[config.mk]
export PLATFORM = sky130hd
export DESIGN_NAME = settle_timer
export DESIGN_NICKNAME = d
export VERILOG_FILES = /design/src/rtl/settle_timer.sv
export SDC_FILE = /design/constraint.sdc
export NUM_CORES = 1
export LEC_CHECK = 0
export BUFFER_PORTS_ARGS = -buffer_cell sky130_fd_sc_hd__buf_2
export CORE_AREA = 2 2 39 41
export DETAILED_ROUTE_END_ITERATION = 8
export DIE_AREA = 0 0 41 43
export PLACE_DENSITY = 0.41
export SETUP_SLACK_MARGIN = 0.4
export SYNTH_ARGS = -nofsm -noshare
export SYNTH_HDL_FRONTEND = slang
export SYNTH_SLANG_ARGS = --single-unit
[constraint.sdc]
create_clock -name clk -period 1.45 [get_ports clk]
set_input_delay 0.145 -clock clk [delete_from_list [all_inputs] [get_ports clk]]
set_output_delay 0.145 -clock clk [all_outputs]
set_load 0.05 [all_outputs]
[src/rtl/settle_timer.sv]
// rtl/settle_timer.sv - loadable count-down timer, expire is high on the last held cycle
module settle_timer #(
    parameter int unsigned CYCLES = 2
) (
    input  logic clk,
    input  logic rst_n,
    input  logic load,
    input  logic en,
    output logic expire
);

    logic [3:0] count;

    // Loading CYCLES-1 makes expire rise on the CYCLES-th enabled cycle.
    always_ff @(posedge clk or negedge rst_n) begin
        if (!rst_n) begin
            count <= 4'd0;
        end else if (load) begin
            count <= 4'(CYCLES - 1);
        end else if (en && count != 4'd0) begin
            count <= count - 4'd1;
        end
    end

    assign expire = en && (count == 4'd0);

endmodule

# --- Word-level counts from Yosys, hierarchy flattened ---
# Index checks and enable logic that the tools add are counted.
word_totals:
  regBits: 4
  wordCells: 9
classes:
  n_addsub: 1
  n_mux: 2
  n_reduce_logical: 5
ops:
  columns: ["op", "count"]
  rows:
  - ["4-bit two-way mux", 2]
  - ["4-bit zero test", 1]
  - ["4-bit nonzero test", 1]
  - ["4-bit by 1-bit subtractor with 4-bit output (second input constant)", 1]
  - ["1-bit logical AND", 2]
  - ["2-bit nonzero test", 1]

# --- Depth between registers and ports, before layout ---
# Gate-level depths: netlist (run 1).
logic_depth:
  depth_word: 4
  depth_mapped: 5
  depth_no_buf: 5

# --- Worst setup path before layout (run 1) ---
# Ideal clock, no wire load.
synth_path:
  path_kind: "flip-flop to output port"
  startpoint: "register count[0]"
  endpoint: "output expire"
  t_arrival_ns: 1.907
  slack_ns: -0.602
  path_stages_with_launch: 5
  path_cell_list: "dfrtp_1 > inv_1 > ha_1 > nand2b_4 > nor3b_1"
synth_via:
  elab_chain_cells: 2
synth_lines:
  columns: ["element", "line", "text"]
  rows:
  - ["from (decl)", "12", "logic [3:0] count;"]
  - ["from (signal assigned)", "19", "count <= 4'(CYCLES - 1);"]
  - ["from (signal assigned)", "21", "count <= count - 4'd1;"]
  - ["4-bit zero test", "25", "assign expire = en && (count == 4'd0);"]
  - ["1-bit logical AND", "25", null]
  - ["to (decl)", "9", "output logic expire"]
# No other way between the ends.

# --- Worst setup path after layout (run 1) ---
layout_path:
  startpoint: "register count[1]"
  endpoint: "output expire"
# The elaborated chain is that of the path after synthesis.

==> summary.md, run 1 <==
| Metric | Value |
|---|---|
| Max Cap Viol | 0 |
| Area Overhead vs Synth | 60.9% |
| Final setup fails | 0 |
| Critical Path End Type | output port |
| Sw Ratio | 29.9% |
| Status | finished, final reports clean |
| Clk Latency, worst-skew pair | 0.24 ns |
| Rel. slew slack | 82.8% |
| PortBufs | 4 |
| Unique masters post-synth | 13 |
| Post-Route WL | 587 µm |
| DRT Pass-1 Iters | 4 |
| Vert. Die Dim | 43 µm |
| Pwr dens | 1060 nW/µm² |
| Global routing's busiest layer | met2 |
| Ys Warns | 0 |
| Hold WS | 0.141 ns |
| Nets | 48 |
| Total GRT Usage | 9.77% |
| Clk buf depth | 2 |
| DR iter-0 viols | 5 |
| Fraction of synthesized area in multiplexers | 13.5% |
| Layout cells sized above 1 | 57.5% |
| Min Tclk post-route | 1.42 ns |
| Peak VDD IR | 0.496 mV |
| Mapped Area | 259 µm² |
| CP top delay family | flip-flops |
| Post-Synthesis Cells | 25 |
| WL/cell | 10.5 µm |
| Fillers | 140 |
| RSZ-0062 raised after global routing | true |
| First-pass GRT wire length | 1080 µm |
| H-tree Lvls | 1 |
| Final RePlAce weighted congestion | 0.720 |
| CP max stage delay | 0.37 ns |
| Hold Crit Class | input pin to register |
| Root Driver | clkbuf_4 |
| Crit path arrival time | 1.27 ns |
| Synth Area in Simple Gates | 29.0% |
| Met1 Resource Use GR | 11.4% |
| Worst-path clk slew | 0.04 ns |
| Period Utilization, post-route | 97.6% |
| Clock Sinks | 4 |
| XOR/XNOR Fraction of Synth Area | 0% |
| Main combinational cell family by area after synthesis | simple AND/OR/NAND/NOR gates |
| WS Path Type | register to output port |
| Row cnt | 14 |
| Crit Path Max Fanout | 3 |
| Actual slew at the worst max-slew pin | 0.257 ns |
| Combinational power share | 37.7% |
| Clk pwr share | 31.3% |
| Antenna cells | 0 |
| Top reg by flops | count |
| Avg Vias per Cell | 4.13 |
| Synth Area per Inst | 10.4 µm² |
| Fmax | 706 MHz |
| Multi-input gate area | 178 µm² |
| Total Negative Setup Slacks | 0 ns |
| Register Area | 100 µm² |
| Crit-path cells | inv_2 > ha_4 > nand2b_4 > nor3b_4 > buf_6 |
| Buf/Inv on CP | 2 |
| Regs by FF count | count x4 |
| Largest net degree at the start of global routing | 7 |
| Vias in the first global route | 244 |
| Clk_skew | 0.00673 ns |
| Max reg flops | 4 |
| Required time of the critical path | 1.31 ns |
| Initial Util | 18.7% |
| Initial antenna violation count | 0 |
| Grt met2 use | 12.8% |
| Yosys reg bits | 4 |
| Seq/Total Area, Yosys | 38.6% |
| DRC Markers | 0 |
| Int Power | 0.310 mW |
| CTS tree | done |
| Via count | 231 |
| P_sw | 0.132 mW |
| Fin. max-slew vios | 0 |
| Synth Area in Adders | 9.66% |
| CP Launch Type | register |
| Antenna-violating nets left | 0 |
| Synth Area in Compound Gates | 6.28% |
| Met3 Use GR | 4.71% |
| Die Span X | 41 µm |
| Mapped Nets | 31 |
| Util after Layout | 30.1% |
| Top Ports | 5 |
| Reg power frac | 31.1% |
| TritonCTS Buffers | 3 |
| Core Area | 1380 µm² |
| Die footprint | 1760 µm² |
| Worst path slowest cell | dfrtp_1 |
| Overflow after GRT | 0 |
| Leakage power | 0.187 nW |
| Fin. Hold Viols | 0 |
## worst reg2reg max path, stage by stage, from the launching register on
cell     delay, ns
dfrtp_1       0.37
inv_2         0.09
buf_4         0.12
ha_2          0.15
nand2_1       0.06
or3b_1        0.36
a21oi_2       0.13
## area by class of cell
type | instances | share of cell area, %
inverters | 2 | 1.80
multi-input cells | 19 | 42.6
flip-flops and latches | 4 | 24.0
well taps | 16 | 4.80
clock buffers | 3 | 5.41
repair buffers | 12 | 21.3
## power groups by stage
stage / clock (mW) / sequential (mW) / combinational (mW)
after floorplan: 0 / 0.139 / 0.0912
after global placement: 0 / 0.141 / 0.112
after detailed placement: 0 / 0.142 / 0.115
after CTS: 0.147 / 0.137 / 0.158
after global routing: 0.155 / 0.140 / 0.185
final: 0.138 / 0.137 / 0.167
## kinds of logic (layout without fill, tap and decap cells)
group | Yosys count | after routing
mux | 3 | 3
compound gates | 2 | 2
buf+inv | 2 | 17
flops | 4 | 4
simple gates | 12 | 12
fa+ha+maj | 2 | 2
## cells in the mapped netlist (all sizes together)
master / count / area share (%)
dfrtp: 4 / 39
mux2i: 2 / 7.7
nor2: 6 / 8.7
o21a: 1 / 2.9
nand2: 2 / 2.9
nand2b: 1 / 5.3
or3b: 1 / 3.4
nor4b: 1 / 5.8
nor3b: 1 / 2.9
inv: 2 / 2.9
a21oi: 1 / 3.4
ha: 2 / 9.7
mux2: 1 / 5.8
## metrics by stage
| stage | power (mW) | setup slack, ns | instances | cell area, µm² |
|---|---|---|---|---|
| floorplan | 0.230 | 0.151 | 25 | 283 |
| detailed placement | 0.257 | 0.0841 | 45 | 323 |
| finish | 0.443 | 0.0342 | 56 | 417 |
| global placement | 0.253 | 0.105 | 45 | 323 |
| CTS | 0.442 | 0.0283 | 55 | 407 |
| global route | 0.479 | -0.0275 | 56 | 417 |
## layer usage
| metal | vias to the layer above | share of wire (%) |
|---|---|---|
| met2 | 7 | 48 |
| met3 | 0 | 6.1 |
| li1 | 114 | - |
| met1 | 110 | 46 |
| met4 | 0 | 0 |
| met5 | - | 0 |
## path summary, 6_finish.rpt
check                           slack (ns)        to     start  cells after the start
worst max-delay path                  0.03    expire  count[1]                      5
worst min-delay path                  0.14  count[2]      load                      2
worst max register to register        0.10  count[2]  count[1]                      6
worst min register to register        0.56  count[3]  count[3]                      2
max in group asynchronous             1.08  count[3]     rst_n                      2
min in group asynchronous             0.24  count[2]     rst_n                      2
## timing repair
action / in CTS / in global routing
resized for setup: 2 / 1
hold buffers: 1 / 0
gates cloned: 0 / 0
pin swaps: 1 / 1
buffers inserted: 6 / 1
endpoints found under the setup margin: 5 / 5
hold endpoints to repair: 4 / 0
## cells in the final DEF (no fill, tap or decap)
cell type / instances
buf_4: 7
nor2_1: 6
dfrtp_1: 4
clkbuf_4: 3
buf_2: 3
inv_2: 2
mux2i_1: 2
nand2_1: 2
nand2b_4: 1
nor3b_4: 1
nor4b_2: 1
o21a_1: 1
mux2_4: 1
or3b_1: 1
a21oi_2: 1
ha_2: 1
ha_4: 1
dlygate4sd3_1: 1
buf_6: 1
Power figures use the tool's default switching activity.
==> run 2, diff against run 1 <==
GPL_TIMING_DRIVEN = 0   (was unset)
==> summary.md, run 2 (same netlist as run 1, synthesis figures left out) <==
| Metric | Value |
|---|---|
| WS Path Type | register to output port |
| Total GRT Usage | 9.76% (-0.0098 points) |
| Clock Sinks | 4 (unchanged) |
| Detailed placement HPWL | 459 µm |
| Via count | 239 (+3.5%) |
| Hold_sp | load |
| Inst Count DP | 45 (unchanged) |
| Crit Path Max Fanout | 3 (unchanged) |
| DR iter-0 viols | 2 (-3) |
| Area Overhead vs Synth | 59.9% |
| Required time of the critical path | 1.31 ns (about the same) |
| Peak VDD IR | 0.440 mV (-11%) |
| Initial Util | 18.7% (unchanged) |
| Vias in the first global route | 271 (+11%) |
| Vert. Die Dim | 43 µm (unchanged) |
| Actual slew at the worst max-slew pin | 0.257 ns (+0.000302 ns) |
| Core Area | 1380 µm² (unchanged) |
| Crit path arrival time | 1.29 ns (+0.02 ns) |
| Nets | 48 (unchanged) |
| Setup ws final | 0.0182 ns (-0.0159 ns) |
| Max Cap Viol | 0 (unchanged) |
| Largest net degree at the start of global routing | 7 (unchanged) |
| P_sw | 0.132 mW (about the same) |
| Root Driver | clkbuf_4 |
| Row cnt | 14 (unchanged) |
| Die Span X | 41 µm (unchanged) |
| Initial antenna violation count | 0 (unchanged) |
| Clk_skew | 0.00631 ns (-0.000427 ns) |
| Dpl cell area | 323 µm² (unchanged) |
| Layout Cells excl Fill | 56 (unchanged) |
| Int Power | 0.309 mW (-0.20%) |
| Fillers | 149 (+6.4%) |
| Period Utilization, post-route | 98.7% (+1.1 points) |
| Critical Path End Type | output port |
| Final setup fails | 0 (unchanged) |
| Worst-path clk slew | 0.04 ns (about the same) |
| Combinational power share | 37.4% (-0.3 points) |
| Antenna cells | 0 (unchanged) |
| Post-Route WL | 639 µm (+8.9%) |
| R2r startpoint | count[0] |
| H-tree Lvls | 1 (unchanged) |
| Most frequent cells in the layout | 7 x buf_4, 6 x nor2_1, 4 x dfrtp_1 |
| Regs by FF count | count x4 |
| Sw Ratio | 30.0% (+0.046 points) |
| DRC Markers | 0 (unchanged) |
| PortBufs | 4 (unchanged) |
| Rel. slew slack | 82.8% (about the same) |
| CTS tree | done |
| Commonest non-fill, non-tap cell in the layout | buf_4 |
| CP Launch Type | register |
| Status | finished, final reports clean |
| Antenna-violating nets left | 0 (unchanged) |
| Final instance area | 414 µm² (-0.60%) |
| Reg power frac | 31.4% (+0.3 points) |
| Clk pwr share | 31.2% (about the same) |
| Critical Path Start | count[0] |
| Max reg flops | 4 (unchanged) |
| Die footprint | 1760 µm² (unchanged) |
| Multi-input gate area | 175 µm² (-1.4%) |
| Final RePlAce weighted congestion | 0.684 (-5.0%) |
| Overflow after GRT | 0 (unchanged) |
| Hold WS | 0.141 ns (-0.000299 ns) |
| Dpl ws | 0.0993 ns (+0.0152 ns) |
| Fin. Hold Viols | 0 (unchanged) |
| First-pass GRT wire length | 1080 µm (unchanged) |
| Clk buf depth | 2 (unchanged) |
| RSZ-0062 raised after global routing | true |
| WL/cell | 11.4 µm (+8.9%) |
| Register Area | 100 µm² (unchanged) |
| Top reg by flops | count |
| Fin. max-slew vios | 0 (unchanged) |
| Leakage power | 0.188 nW (+0.64%) |
| Min Tclk post-route | 1.43 ns (+0.0159 ns) |
| Avg Vias per Cell | 4.27 (+3.5%) |
| Fmax | 698 MHz (-1.1%) |
| Top Ports | 5 (unchanged) |
| Pwr dens | 1070 nW/µm² (+0.47%) |
| Total Power | 0.442 mW (-0.13%) |
| Clk Latency, worst-skew pair | 0.24 ns (about the same) |
| DRT Pass-1 Iters | 4 (unchanged) |
| TritonCTS Buffers | 3 (unchanged) |
| Hold Crit Class | input pin to register |
| Layout cells sized above 1 | 55.0% (-2.5 points) |
-- run 2: worst paths after layout --
path / end / slack [ns] / cells after the start
min in group asynchronous: count[3] / 0.25 / 2
max reg2reg: count[2] / 0.10 / 6
max: expire / 0.02 / 5
max in group asynchronous: count[0] / 1.07 / 2
min: count[2] / 0.14 / 2
min reg2reg: count[3] / 0.56 / 2
-- run 2: repair_timing --
item / 4_1_cts / 5_1_grt
setup endpoints to repair: 5 / 5
hold buffers: 1 / 0
pin swaps: 1 / 0
gates cloned: 0 / 0
gates resized for setup: 2 / 0
setup buffers: 5 / 2
endpoints found under the hold margin: 4 / 0
-- run 2: per-stage QoR --
stage	utilization, %	TNS, ns
2_1_floorplan	-	0
3_3_place_gp	23.3	0
3_5_place_dp	23.3	0
4_1_cts	28.8	0
5_1_grt	29.9	-0.0414
6_report	29.9	0
-- run 2: power groups by stage --
stage          clock [mW]  sequential (mW)  combinational (mW)
3_3_place_gp            0            0.142               0.112
5_1_grt             0.149            0.140               0.184
4_1_cts             0.144            0.138               0.152
6_report            0.138            0.139               0.165
2_1_floorplan           0            0.139              0.0912
3_5_place_dp            0            0.141               0.116
-- run 2: cell type report --
type	instances	share of cell area, %
Multi-Input combinational cell	19	42.3
Sequential cell	4	24.2
Timing Repair Buffer	12	21.5
Clock buffer	3	5.44
Tap cell	16	4.83
Inverter	2	1.81
-- run 2: worst max-delay path, stage by stage, from the launching register on --
cell and delay, ns:
dfrtp_1 0.38, inv_2 0.10, ha_4 0.15, nand2b_4 0.07, nor3b_4 0.18, buf_6 0.18
-- run 2: layer usage --
metal | share of wire, % | track usage [%] | wire, µm | vias up
met5 | 0 | 0 | 0 | -
met4 | 2.2 | 6.00 | 14 | 0
met3 | 5.9 | 4.71 | 38 | 2
met2 | 52 | 15.3 | 331 | 9
met1 | 40 | 9.71 | 254 | 114
li1 | - | - | - | 114
